==> src/rtl/jtag_reg_bank_pkg.sv <==
// Shared types and constants for the JTAG register bank: FSM states,
// version tag and control/status bit positions.
package jtag_reg_bank_pkg;

  typedef enum logic [1:0] {
    IDLE = 2'd0,
    EXEC = 2'd1,
    RESP = 2'd2
  } state_e;

  localparam logic [7:0]  VERSION             = 8'hA1;
  localparam int unsigned CTRL_RESET_BIT      = 0;
  localparam int unsigned CTRL_SNAP_BIT       = 1;
  localparam int unsigned STAT_SNAP_VALID_BIT = 16;

endpackage

==> src/rtl/jtag_reg_bank_word.sv <==
// One host-writable register of the JTAG register bank: load, bulk reload
// to the reset value, and registered one-cycle write/read strobes.
module jtag_reg_bank_word
  import jtag_reg_bank_pkg::*;
#(
  parameter int unsigned               REGISTER_SIZE = 32,
  parameter logic [REGISTER_SIZE-1:0]  RESET_VALUE   = '0
) (
  input  logic                     clk,
  input  logic                     rst,
  input  logic                     load,
  input  logic                     reload,
  input  logic                     read,
  input  logic [REGISTER_SIZE-1:0] wdata,
  output logic [REGISTER_SIZE-1:0] data,
  output logic                     wr_strobe,
  output logic                     rd_strobe
);

  logic [REGISTER_SIZE-1:0] data_q, data_d;
  logic                     wr_strobe_q, wr_strobe_d;
  logic                     rd_strobe_q, rd_strobe_d;

  always_comb begin
    data_d = data_q;
    if (reload) begin
      data_d = RESET_VALUE;
    end else if (load) begin
      data_d = wdata;
    end
    wr_strobe_d = load || reload;
    rd_strobe_d = read;
  end

  always_ff @(posedge clk or posedge rst) begin
    if (rst) begin
      data_q      <= RESET_VALUE;
      wr_strobe_q <= 1'b0;
      rd_strobe_q <= 1'b0;
    end else begin
      data_q      <= data_d;
      wr_strobe_q <= wr_strobe_d;
      rd_strobe_q <= rd_strobe_d;
    end
  end

  assign data      = data_q;
  assign wr_strobe = wr_strobe_q;
  assign rd_strobe = rd_strobe_q;

endmodule

==> src/rtl/jtag_reg_bank.sv <==
// JTAG register bank: IDLE/EXEC/RESP command FSM, address decode and
// control/status word. Optional snapshot buffer: JTAG_REG_BANK_SNAPSHOT_EN.
module jtag_reg_bank
  import jtag_reg_bank_pkg::*;
#(
  parameter int unsigned               REGISTER_SIZE       = 32,
  parameter int unsigned               NUMBER_OF_REGISTERS = 15,
  parameter logic [REGISTER_SIZE-1:0]  RESET_VALUE         = '0,
  localparam int unsigned              ADDR_WIDTH          = $clog2(NUMBER_OF_REGISTERS + 1)
) (
  input  logic                                         iMAIN_CLK,
  input  logic                                         iRESET,
  input  logic                                         iCMD_VALID,
  output logic                                         oCMD_READY,
  input  logic                                         iCMD_WRITE,
  input  logic [ADDR_WIDTH-1:0]                        iCMD_ADDR,
  input  logic [REGISTER_SIZE-1:0]                     iCMD_WDATA,
  output logic                                         oRSP_VALID,
  input  logic                                         iRSP_READY,
  output logic [REGISTER_SIZE-1:0]                     oRSP_RDATA,
  output logic                                         oRSP_ERR,
  input  logic [NUMBER_OF_REGISTERS*REGISTER_SIZE-1:0] iDATA,
  output logic [NUMBER_OF_REGISTERS*REGISTER_SIZE-1:0] oDATA,
  output logic [NUMBER_OF_REGISTERS-1:0]               oWR_STROBE,
  output logic [NUMBER_OF_REGISTERS-1:0]               oRD_STROBE
);

  localparam int unsigned           NW        = NUMBER_OF_REGISTERS * REGISTER_SIZE;
  localparam logic [ADDR_WIDTH-1:0] CTRL_ADDR = ADDR_WIDTH'(NUMBER_OF_REGISTERS);
  localparam int unsigned           STAT_W    = (REGISTER_SIZE > 17) ? REGISTER_SIZE : 17;

  state_e                   state_q, state_d;
  logic                     write_q, write_d;
  logic [ADDR_WIDTH-1:0]    addr_q, addr_d;
  logic [REGISTER_SIZE-1:0] wdata_q, wdata_d;
  logic [REGISTER_SIZE-1:0] rsp_rdata_q, rsp_rdata_d;
  logic                     rsp_err_q, rsp_err_d;

  logic                           exec;
  logic                           in_range;
  logic                           ctrl_hit;
  logic                           bad_addr;
  logic                           bulk_reload;
  logic [NUMBER_OF_REGISTERS-1:0] wr_sel;
  logic [NUMBER_OF_REGISTERS-1:0] rd_sel;
  logic [NW-1:0]                  rd_src;
  logic [REGISTER_SIZE-1:0]       rd_word;
  logic [STAT_W-1:0]              status_full;
  logic [REGISTER_SIZE-1:0]       status_word;
  logic                           snap_valid;

  assign exec        = (state_q == EXEC);
  assign in_range    = (addr_q < CTRL_ADDR);
  assign ctrl_hit    = (addr_q == CTRL_ADDR);
  assign bad_addr    = (addr_q > CTRL_ADDR);
  assign bulk_reload = exec && write_q && ctrl_hit && wdata_q[CTRL_RESET_BIT];

`ifdef JTAG_REG_BANK_SNAPSHOT_EN
  logic [NW-1:0] snap_q, snap_d;
  logic          snap_valid_q, snap_valid_d;

  always_comb begin
    snap_d       = snap_q;
    snap_valid_d = snap_valid_q;
    if (exec && write_q && ctrl_hit && wdata_q[CTRL_SNAP_BIT]) begin
      snap_d       = iDATA;
      snap_valid_d = 1'b1;
    end
  end

  always_ff @(posedge iMAIN_CLK or posedge iRESET) begin
    if (iRESET) begin
      snap_q       <= '0;
      snap_valid_q <= 1'b0;
    end else begin
      snap_q       <= snap_d;
      snap_valid_q <= snap_valid_d;
    end
  end

  assign rd_src     = snap_q;
  assign snap_valid = snap_valid_q;
`else
  assign rd_src     = iDATA;
  assign snap_valid = 1'b0;
`endif

  always_comb begin
    status_full                      = '0;
    status_full[7:0]                 = 8'(NUMBER_OF_REGISTERS);
    status_full[15:8]                = VERSION;
    status_full[STAT_SNAP_VALID_BIT] = snap_valid;
  end

  assign status_word = status_full[REGISTER_SIZE-1:0];

  always_comb begin
    wr_sel  = '0;
    rd_sel  = '0;
    rd_word = '0;
    for (int unsigned i = 0; i < NUMBER_OF_REGISTERS; i++) begin
      if (addr_q == ADDR_WIDTH'(i)) begin
        wr_sel[i] = exec && write_q;
        rd_sel[i] = exec && !write_q;
        rd_word   = rd_src[i*REGISTER_SIZE +: REGISTER_SIZE];
      end
    end
  end

  always_comb begin
    state_d     = state_q;
    write_d     = write_q;
    addr_d      = addr_q;
    wdata_d     = wdata_q;
    rsp_rdata_d = rsp_rdata_q;
    rsp_err_d   = rsp_err_q;
    case (state_q)
      IDLE: begin
        if (iCMD_VALID) begin
          state_d = EXEC;
          write_d = iCMD_WRITE;
          addr_d  = iCMD_ADDR;
          wdata_d = iCMD_WDATA;
        end
      end
      EXEC: begin
        state_d     = RESP;
        rsp_err_d   = bad_addr;
        rsp_rdata_d = '0;
        if (!write_q && in_range) begin
          rsp_rdata_d = rd_word;
        end else if (!write_q && ctrl_hit) begin
          rsp_rdata_d = status_word;
        end
      end
      RESP: begin
        if (iRSP_READY) begin
          state_d     = IDLE;
          rsp_rdata_d = '0;
          rsp_err_d   = 1'b0;
        end
      end
      default: state_d = IDLE;
    endcase
  end

  always_ff @(posedge iMAIN_CLK or posedge iRESET) begin
    if (iRESET) begin
      state_q     <= IDLE;
      write_q     <= 1'b0;
      addr_q      <= '0;
      wdata_q     <= '0;
      rsp_rdata_q <= '0;
      rsp_err_q   <= 1'b0;
    end else begin
      state_q     <= state_d;
      write_q     <= write_d;
      addr_q      <= addr_d;
      wdata_q     <= wdata_d;
      rsp_rdata_q <= rsp_rdata_d;
      rsp_err_q   <= rsp_err_d;
    end
  end

  // Ready is gated by reset so the bridge never sees an accept while held in reset.
  assign oCMD_READY = (state_q == IDLE) && !iRESET;
  assign oRSP_VALID = (state_q == RESP);
  assign oRSP_RDATA = rsp_rdata_q;
  assign oRSP_ERR   = rsp_err_q;

  for (genvar g = 0; g < NUMBER_OF_REGISTERS; g++) begin : g_word
    jtag_reg_bank_word #(
      .REGISTER_SIZE (REGISTER_SIZE),
      .RESET_VALUE   (RESET_VALUE)
    ) u_word (
      .clk       (iMAIN_CLK),
      .rst       (iRESET),
      .load      (wr_sel[g]),
      .reload    (bulk_reload),
      .read      (rd_sel[g]),
      .wdata     (wdata_q),
      .data      (oDATA[g*REGISTER_SIZE +: REGISTER_SIZE]),
      .wr_strobe (oWR_STROBE[g]),
      .rd_strobe (oRD_STROBE[g])
    );
  end

endmodule
==> config.mk <==
export PLATFORM = sky130hd
export DESIGN_NAME = jtag_reg_bank
export DESIGN_NICKNAME = d
export VERILOG_FILES = /design/src/rtl/jtag_reg_bank_pkg.sv /design/src/rtl/jtag_reg_bank_word.sv /design/src/rtl/jtag_reg_bank.sv
export SDC_FILE = /design/constraint.sdc
export NUM_CORES = 1
export LEC_CHECK = 0
export CAP_MARGIN = 25
export CORE_AREA = 10 10 412 414
export CTS_CLUSTER_DIAMETER = 40
export DETAILED_ROUTE_END_ITERATION = 10
export DIE_AREA = 0 0 422 424
export HOLD_SLACK_MARGIN = 0.03
export PLACE_DENSITY = 0.51
export SLEW_MARGIN = 5
export SYNTH_ARGS = -nofsm -noshare
export SYNTH_HDL_FRONTEND = slang
export SYNTH_SLANG_ARGS = --single-unit
==> constraint.sdc <==
create_clock -name iMAIN_CLK -period 43.9 [get_ports iMAIN_CLK]
set_clock_uncertainty 0.2 [all_clocks]
set_input_delay 8.78 -clock iMAIN_CLK [delete_from_list [all_inputs] [get_ports iMAIN_CLK]]
set_output_delay 8.78 -clock iMAIN_CLK [all_outputs]
set_load 0.1 [all_outputs]
==> flow_metrics.env, run 1 <==
export IMPL_synth_distinct_cells=74
export IMPL_drc=0
export IMPL_layout_drive_gt1_share=0.120
export IMPL_h_tree_depth=3
export IMPL_portBuffers=1064
export IMPL_yosysWarnings=0
export IMPL_wl_mm=213
export IMPL_root_buffer="clkbuf_16"
export IMPL_antenna_found_initial=85
export IMPL_first_pass_iters=5
export IMPL_syn_inst=3183
export IMPL_holdWs_ns=0.291
export IMPL_fp_dieArea_mm2=0.179
export IMPL_synth_seq_area_share=0.516
export IMPL_fmax_ghz=0.0498
export IMPL_ant_nets=0
export IMPL_power_density_mw_per_mm2=105
export IMPL_yosysTopAreaCell="dfrtp_1"
export IMPL_crit_type="in2out"
export IMPL_critical_path_required_ns=34.92
export IMPL_synth_edf_count=0
export IMPL_design_portCount=1066
export IMPL_rsz0062_at_grt="no"
export IMPL_cts_tree="done"
export IMPL_hold_buffers=0
export IMPL_slew_headroom=0.0922
export IMPL_crit_path_max_fanout=2
export IMPL_grt_max_degree=206
export IMPL_p_leak_nw=18.6
export IMPL_worstSetupEndpointType="primary output"
export IMPL_timing_final_crit_period_ns=20.09
export IMPL_syn_to_final_growth_pct=64.0
export IMPL_grt_overflow_total=0
export IMPL_grt_pass1_vias=29526
export IMPL_ir_drop_mv=0.0556
export IMPL_grt_use_total=0.227
export IMPL_start_kind="input pin"
export IMPL_max_cap_viol_count=0
export IMPL_hold_viol=0
export IMPL_dpl_cell_area_mm2=0.0415
export IMPL_num_rows=148
export IMPL_num_vias=30250
export IMPL_mostFrequentLayoutCells="1041 x nand2_1, 1032 x clkdlybuf4s50_1, 569 x dfrtp_1"
export IMPL_ys_flop_type="dfrtp_1"
export IMPL_fin_crit_sh=0.458
export IMPL_layout_nets=4692
export IMPL_crit_arrival_ns=11.11
export IMPL_drv_slew=0
export IMPL_dp_hpwl_mm=162
export IMPL_clkLatencyLatePin_ns=0.76
export IMPL_fillers=17182
export IMPL_finalInstanceArea_mm2=0.0462
export IMPL_hp_class="reg2reg"
export IMPL_final_common_cell="nand2_1"
export IMPL_clk_pin_slew_ns=0.05
export IMPL_async_flop_share=1.00
export IMPL_via_per_inst=4.65
export IMPL_cts_resized=0
export IMPL_synth_net_count=3704
export IMPL_tightest_slew_ns=1.36
export IMPL_pre_cts_ws_ns=23.90
export IMPL_fin_util=0.286
export IMPL_tns_ns=0
export IMPL_yosysTopAreaCellShare=0.516
export IMPL_syn_avg_cell_area_um2=8.86
export IMPL_cts_buffer_depth=3
export IMPL_synth_area_top_cells="dfrtp_1 52%, nand2_1 14%, a21oi_1 9.8%, buf_2 2.2%, o21ai_0 1.9%"
export IMPL_clock_sinks=581
export IMPL_fp_coreArea_mm2=0.162
export IMPL_post_cts_buffers=0
export IMPL_status="finished clean"
export IMPL_syn_area_mm2=0.0282
export IMPL_seqCellArea_mm2=0.0146
export IMPL_place_gp_congestion=0.954
export IMPL_multi_input_area_mm2=0.0120
export IMPL_wl_per_cell_um=32.8
export IMPL_drtIter0Drc=3512
export IMPL_setup_viol=0
export IMPL_cts_buffers=120
export IMPL_layout_setup_ws_ns=23.81
export IMPL_start_util=0.174
export IMPL_synth_ff_latch_count=581
export IMPL_die_w_um=422
export IMPL_die_h_um=424
export IMPL_grt_pass1_wl_mm=279
[cell type report]
cell class	count	area share
Inverter	8	0.000812
Multi-Input combinational cell	2271	0.259
Clock buffer	149	0.0717
Antenna cell	49	0.00265
Clock inverter	78	0.0255
Timing Repair Buffer	1189	0.267
Tap cell	2175	0.0589
Sequential cell	581	0.315
[metal layers]
| layer | routed length [um] | up-vias | GRT usage |
|---|---|---|---|
| met2 | 102000 | 1582 | 0.374 |
| met3 | 17700 | 402 | 0.0690 |
| met4 | 11200 | 42 | 0.111 |
| li1 | - | 12944 | - |
| met1 | 82000 | 15280 | 0.267 |
| met5 | 275 | - | 0 |
[Yosys cell counts (all sizes together), types with 21 or more instances]
cell and n:
nand3 34, nor3 25, a21oi 551, dfrtp 581
nand2 1050, buf 232, a221oi 31, clkbuf 91
o21ai 125, mux2 48, o22ai 21, a22oi 27
nor2 59, mux2i 50
[critical path, stage by stage]
cell	delay [ns]
clkdlybuf4s50_1	0.60
nor3_1	0.47
clkdlybuf4s50_1	1.25
[through the flow]
step	total power, W	std cells
after detailed placement	0.00384	6221
after global placement	0.00375	6180
after floorplan	0.00279	3183
after CTS	0.00486	6448
after global routing	0.00497	6486
final	0.00483	6500
[power breakdown]
part	total, W	internal, W	switching [W]
Clock	0.00101	0.000666	0.000339
Combinational	0.00288	0.000677	0.00220
Sequential	0.000948	0.000739	0.000209
[path summary, 6_finish.rpt]
kind | slack (ns) | end | startpoint | cells after the start
max in group asynchronous | 31.66 | g_word[12].u_word.data[23]$_DFFE_PP0P_ | iRESET | 5
min in group asynchronous | 8.48 | g_word[14].u_word.data[18]$_DFFE_PP0P_ | iRESET | 2
worst min register to register | 0.29 | oRSP_RDATA[6]$_DFFE_PP0P_ | oRSP_RDATA[6]$_DFFE_PP0P_ | 1
worst max-delay path | 23.81 | oCMD_READY | iRESET | 3
worst max register to register | 38.65 | g_word[10].u_word.data[29]$_DFFE_PP0P_ | addr_q[1]$_DFFE_PP0P_ | 7
worst min-delay path | 0.29 | oRSP_RDATA[6]$_DFFE_PP0P_ | oRSP_RDATA[6]$_DFFE_PP0P_ | 1
[cells by family (layout without fill, tap and decap cells)]
| group | after synthesis | in the layout | share of synthesized area |
|---|---|---|---|
| AND/OR/NAND/NOR | 1243 | 1243 | 0.180 |
| AO/OA/AOI/OAI | 915 | 915 | 0.190 |
| flip-flops | 581 | 581 | 0.516 |
| buffers and inverters | 331 | 1424 | 0.0669 |
| multiplexers | 112 | 112 | 0.0481 |
| other | 1 | 50 | 0.000133 |
[flip-flops by register name, summed over array words and instances, names as in the netlist]
| signal | count |
|---|---|
| g_word.u_word.data | 480 |
| oRSP_RDATA | 32 |
| wdata_q | 32 |
| g_word.u_word.rd_strobe | 15 |
| g_word.u_word.wr_strobe | 15 |
| addr_q | 4 |
| state_q | 2 |
| write_q | 1 |
No activity file was read; power rests on OpenSTA's default activity.
==> inputs of run 2 (changes only) <==
- CORE_AREA: 10 10 412 414 -> 10 10 401 403
- DIE_AREA: 0 0 422 424 -> 0 0 411 413
- PLACE_DENSITY: 0.51 -> 0.52
- clock period: 43.9 -> 19.9 ns (I/O delays scaled with it)
==> run 2 against run 1 <==
Wire length shrank 3.8%; via count decreased by 1.0%; non-clock buffer count fell by 16; global-route usage is 0.32 points higher; design area is 2.5% lower; total power increased by 110%; largest cell class unchanged; largest power group unchanged.
==> flow_metrics.env, run 2 (synthesis results as in run 1) <==
export IMPL_slowest_stage="clkdlybuf4s50_1"
export IMPL_num_vias=29937
export IMPL_critical_path_required_ns=15.72
export IMPL_dpl_cell_area_mm2=0.0409
export IMPL_clkLatencyLatePin_ns=0.74
export IMPL_timing_final_crit_period_ns=9.96
export IMPL_cts_resized=0
export IMPL_use_met2=0.359
export IMPL_via_per_inst=4.74
export IMPL_rsz0062_at_grt="no"
export IMPL_sw_frac_of_total=0.587
export IMPL_cts_buffers=109
export IMPL_path_cells="clkdlybuf4s50_1 -> nor3_1 -> clkdlybuf4s50_1"
export IMPL_antenna_found_initial=99
export IMPL_start_kind="input pin"
export IMPL_grt_pass1_wl_mm=268
export IMPL_slew_headroom=0.246
export IMPL_cts_buffer_depth=3
export IMPL_grt_busiest_layer="met2"
export IMPL_crit_path_max_fanout=2
export IMPL_finalInstanceArea_mm2=0.0451
export IMPL_grt_overflow_total=0
export IMPL_comb_power_share=0.603
export IMPL_root_buffer="clkbuf_16"
export IMPL_max_cap_viol_count=0
export IMPL_p_sw_w=0.00608
export IMPL_post_cts_buffers=0
export IMPL_worstSetupEndpointType="primary output"
export IMPL_die_h_um=413
export IMPL_gr_usage_met3=0.106
export IMPL_wl_mm=205
export IMPL_die_w_um=411
export IMPL_fin_crit_sh=0.501
export IMPL_largest_reg_flops=480
export IMPL_start_util=0.184
export IMPL_setup_viol=0
export IMPL_drv_slew=0
export IMPL_fmax_ghz=0.100
export IMPL_design_portCount=1066
export IMPL_power_density_mw_per_mm2=230
export IMPL_final_common_cell="clkdlybuf4s50_1"
export IMPL_crit_arrival_ns=5.78
export IMPL_layout_setup_ws_ns=9.94
export IMPL_fp_coreArea_mm2=0.153
export IMPL_clock_sinks=581
export IMPL_crit_path_max_incr_delay_ns=1.17
export IMPL_portBuffers=1064
export IMPL_hold_viol=0
export IMPL_hold_buffers=0
export IMPL_fin_util=0.295
export IMPL_use_met1=0.277
export IMPL_seqPwrFrac=0.212
export IMPL_syn_to_final_growth_pct=59.9
export IMPL_cp_common_cell="clkdlybuf4s50_1"
export IMPL_clk_pin_slew_ns=0.05
export IMPL_tightest_slew_ns=1.13
export IMPL_place_gp_congestion=0.982
export IMPL_grt_max_degree=172
export IMPL_ir_drop_mv=0.146
export IMPL_crit_type="in2out"
export IMPL_ant_nets=0
export IMPL_h_tree_depth=3
export IMPL_holdWs_ns=0.282
export IMPL_pre_cts_ws_ns=9.95
export IMPL_clkPwrFrac=0.184
export IMPL_cts_tree="done"
export IMPL_tns_ns=0
export IMPL_grt_pass1_vias=29006
export IMPL_status="finished clean"
export IMPL_hp_class="reg2reg"
export IMPL_drtIter0Drc=3152
export IMPL_layout_drive_gt1_share=0.110
export IMPL_wl_per_cell_um=32.5
export IMPL_fp_dieArea_mm2=0.170
export IMPL_num_rows=144
export IMPL_first_pass_iters=6
export IMPL_layout_nets=4665
export IMPL_p_leak_nw=18.2
export IMPL_drc=0
export IMPL_dp_hpwl_mm=156
export IMPL_grt_use_total=0.230
export IMPL_mostFrequentLayoutCells="1047 x clkdlybuf4s50_1, 1038 x nand2_1, 561 x dfrtp_1"
export IMPL_power_internal_w=0.00427
run 2: cell types whose count changed in the layout (fill, tap and decap cells not counted), moves of 4 or more:
| cell | previous run | this run |
|---|---|---|
| diode_2 | 49 | 40 |
| clkinv_4 | 11 | 7 |
| clkbuf_16 | 121 | 109 |
| bufinv_16 | 22 | 9 |
| clkinv_2 | 18 | 22 |
| dfrtp_1 | 569 | 561 |
| clkinvlp_4 | 18 | 7 |
| buf_16 | 36 | 25 |
| buf_4 | 112 | 90 |
| inv_6 | 3 | 13 |
| clkdlybuf4s50_1 | 1032 | 1047 |
| dfrtp_2 | 10 | 18 |
run 2: area by class of cell:
type	instances	area (um^2)
tap	2044	2560
sequential	581	14600
multi-input combinational	2271	12000
timing repair buffer	1173	12000
inverter	8	33.8
fill	16150	108000
antenna	40	100
clock buffer	134	2980
clock inverter	66	833
run 2: final timing paths:
kind / from / endpoint / slack (ns) / depth (start not counted)
max: iRESET / oCMD_READY / 9.94 / 3
min: oRSP_RDATA[6]$_DFFE_PP0P_ / oRSP_RDATA[6]$_DFFE_PP0P_ / 0.28 / 1
max reg2reg: addr_q[2]$_DFFE_PP0P_ / g_word[2].u_word.data[20]$_DFFE_PP0P_ / 14.00 / 11
min reg2reg: oRSP_RDATA[6]$_DFFE_PP0P_ / oRSP_RDATA[6]$_DFFE_PP0P_ / 0.28 / 1
max in group asynchronous: iRESET / g_word[2].u_word.data[21]$_DFFE_PP0P_ / 13.16 / 6
min in group asynchronous: iRESET / g_word[4].u_word.data[21]$_DFFE_PP0P_ / 3.33 / 2
run 2: worst max-delay path: cells and delay by family:
| family | cells | cell delay [ns] |
|---|---|---|
| and+or+nand+nor | 1 | 0.16 |
| buffers and inverters | 2 | 1.65 |
run 2: power groups by stage:
stage / registers (W) / clock network, W / logic (W)
floorplan: 0.00484 / 0 / 0.00132
global placement: 0.00225 / 0 / 0.00605
detailed placement: 0.00223 / 0 / 0.00618
CTS: 0.00222 / 0.00194 / 0.00619
global route: 0.00226 / 0.00199 / 0.00640
finish: 0.00220 / 0.00191 / 0.00625
run 2: stage by stage:
stage,instances,total power (W)
after floorplan,3183,0.00616
after global placement,6043,0.00830
after detailed placement,6066,0.00842
after CTS,6266,0.0104
after global routing,6297,0.0107
final,6317,0.0104
run 2: layer usage:
layer / wire length, um / up-vias / part of all wire
met5: 310 / - / 0.0015
met4: 7250 / 50 / 0.035
met3: 24200 / 375 / 0.12
met2: 92100 / 1739 / 0.45
met1: 81200 / 14911 / 0.40
li1: - / 12862 / -
==> inputs of run 3 (changes only) <==
- clock period: 19.9 -> 10.1 ns (I/O delays scaled with it)
==> run 3 against run 2 <==
Sequential share of layout area fell by 0.28 points; critical endpoint unchanged; global-route usage up 0.068 points; first-iteration DRC count increased by 4.2%; flip-flop and latch count unchanged; final cell count up 0.36%; largest power group unchanged; highest routed layer unchanged; largest cell class unchanged; clock-buffer cell count decreased by 8; combinational power rose by 97%.
==> flow_metrics.env, run 3 (synthesis results as in run 1) <==
export IMPL_fin_cells=6340
export IMPL_max_cap_viol_count=0
export IMPL_layout_drive_gt1_share=0.112
export IMPL_worstSetupEndpointType="primary output"
export IMPL_design_portCount=1066
export IMPL_mostFrequentLayoutCells="1047 x clkdlybuf4s50_1, 1038 x nand2_1, 561 x dfrtp_1"
export IMPL_multi_input_area_mm2=0.0120
export IMPL_fmax_ghz=0.163
export IMPL_crit_path_max_fanout=2
export IMPL_power_density_mw_per_mm2=456
export IMPL_cts_buffers=110
export IMPL_num_vias=30302
export IMPL_critPathBufInv=2
export IMPL_first_pass_iters=8
export IMPL_clkLatencyLatePin_ns=0.73
export IMPL_crit_path_end="oCMD_READY"
export IMPL_antenna_found_initial=121
export IMPL_fp_coreArea_mm2=0.153
export IMPL_start_util=0.184
export IMPL_layout_nets=4666
export IMPL_post_cts_buffers=0
export IMPL_p_leak_nw=18.3
export IMPL_grt_pass1_vias=29047
export IMPL_critical_path_required_ns=7.88
export IMPL_holdWs_ns=0.305
export IMPL_grt_max_degree=167
export IMPL_hp_class="reg2reg"
export IMPL_ant_nets=0
export IMPL_r2r_cells=7
export IMPL_portBuffers=1064
export IMPL_die_w_um=411
export IMPL_hold_viol=0
export IMPL_drtIter0Drc=3284
export IMPL_tns_ns=0
export IMPL_num_rows=144
export IMPL_cts_buffer_depth=3
export IMPL_path_cells="clkdlybuf4s50_1 -> nor3_1 -> clkdlybuf4s50_1"
export IMPL_grt_pass1_wl_mm=268
export IMPL_cp_common_cell="clkdlybuf4s50_1"
export IMPL_h_tree_depth=3
export IMPL_slew_headroom=0.124
export IMPL_clk_pin_slew_ns=0.04
export IMPL_place_inst=6068
export IMPL_slowest_stage="clkdlybuf4s50_1"
export IMPL_dp_hpwl_mm=156
export IMPL_drv_slew=0
export IMPL_rr_startpoint="addr_q[1]$_DFFE_PP0P_"
export IMPL_setup_viol=0
export IMPL_fp_dieArea_mm2=0.170
export IMPL_p_total_w=0.0207
export IMPL_fin_crit_sh=0.607
export IMPL_timing_final_crit_period_ns=6.13
export IMPL_startpoint="iRESET"
export IMPL_tightest_slew_ns=1.30
export IMPL_ir_drop_mv=0.262
export IMPL_crit_path_max_incr_delay_ns=1.19
export IMPL_rsz0062_at_grt="no"
export IMPL_start_kind="input pin"
export IMPL_pre_cts_ws_ns=4.01
export IMPL_hold_buffers=0
export IMPL_final_common_cell="clkdlybuf4s50_1"
export IMPL_crit_type="in2out"
export IMPL_fillers=16060
export IMPL_drc=0
export IMPL_wl_per_cell_um=32.6
export IMPL_path_depth=3
export IMPL_grt_overflow_total=0
export IMPL_grt_use_total=0.231
export IMPL_crit_family="buffers and inverters"
export IMPL_largest_reg_flops=480
export IMPL_status="finished clean"
export IMPL_reg2reg_slack_ns=5.68
export IMPL_wl_mm=206
export IMPL_cts_tree="done"
export IMPL_die_h_um=413
export IMPL_place_gp_congestion=0.978
export IMPL_cts_resized=0
export IMPL_crit_arrival_ns=3.91
export IMPL_clock_sinks=581
export IMPL_via_per_inst=4.78
export IMPL_syn_to_final_growth_pct=61.3
export IMPL_layout_setup_ws_ns=3.97
export IMPL_r2r_end="g_word[5].u_word.data[31]$_DFFE_PP0P_"
export IMPL_root_buffer="clkbuf_16"
export IMPL_seqCellArea_mm2=0.0146
## run 3: area by class of cell
cell class | count | share of cell area
Multi-Input combinational cell | 2271 | 0.263
Antenna cell | 54 | 0.00297
Inverter | 8 | 0.000743
Clock buffer | 126 | 0.0634
Clock inverter | 83 | 0.0261
Tap cell | 2044 | 0.0562
Timing Repair Buffer | 1173 | 0.267
Sequential cell | 581 | 0.320
## run 3: worst min path at each step
stage / from / to / cells after the start
final: oRSP_RDATA[23]$_DFFE_PP0P_ / oRSP_RDATA[23]$_DFFE_PP0P_ / 1
after global routing: oRSP_RDATA[6]$_DFFE_PP0P_ / oRSP_RDATA[6]$_DFFE_PP0P_ / 1
after CTS: oRSP_RDATA[28]$_DFFE_PP0P_ / oRSP_RDATA[28]$_DFFE_PP0P_ / 1
after detailed placement: oRSP_RDATA[28]$_DFFE_PP0P_ / oRSP_RDATA[28]$_DFFE_PP0P_ / 1
after global placement: oRSP_RDATA[28]$_DFFE_PP0P_ / oRSP_RDATA[28]$_DFFE_PP0P_ / 1
after floorplan: wdata_q[0]$_DFFE_PP0P_ / wdata_q[0]$_DFFE_PP0P_ / 1
## run 3: worst register-to-register path, cell delays in order, from the launching register on
cell     delay (ns)
dfrtp_4        0.91
nand2_2        0.38
buf_4          0.35
nor2_2         0.25
and3_4         0.69
buf_12         0.57
buf_12         0.73
a21oi_1        0.21
## run 3: power by group
| group | switching, W | leakage (nW) | total (W) | internal [W] |
|---|---|---|---|---|
| Clock | 0.00147 | 1.94 | 0.00401 | 0.00254 |
| Combinational | 0.00940 | 8.55 | 0.0123 | 0.00290 |
| Sequential | 0.00121 | 7.77 | 0.00442 | 0.00321 |
## run 3: stage by stage
step           cell area [um^2]   util
3_3_place_gp              40400  0.264
4_1_cts                   45200  0.295
3_5_place_dp              41100  0.269
5_1_grt                   45400  0.297
6_report                  45500  0.297
2_1_floorplan             28200      -
## run 3: layer usage
layer	share of wire	wire, um	GRT usage
met3	0.12	25100	0.104
met4	0.037	7540	0.0871
met5	0.0019	392	0
met2	0.45	93400	0.360
met1	0.39	79900	0.277
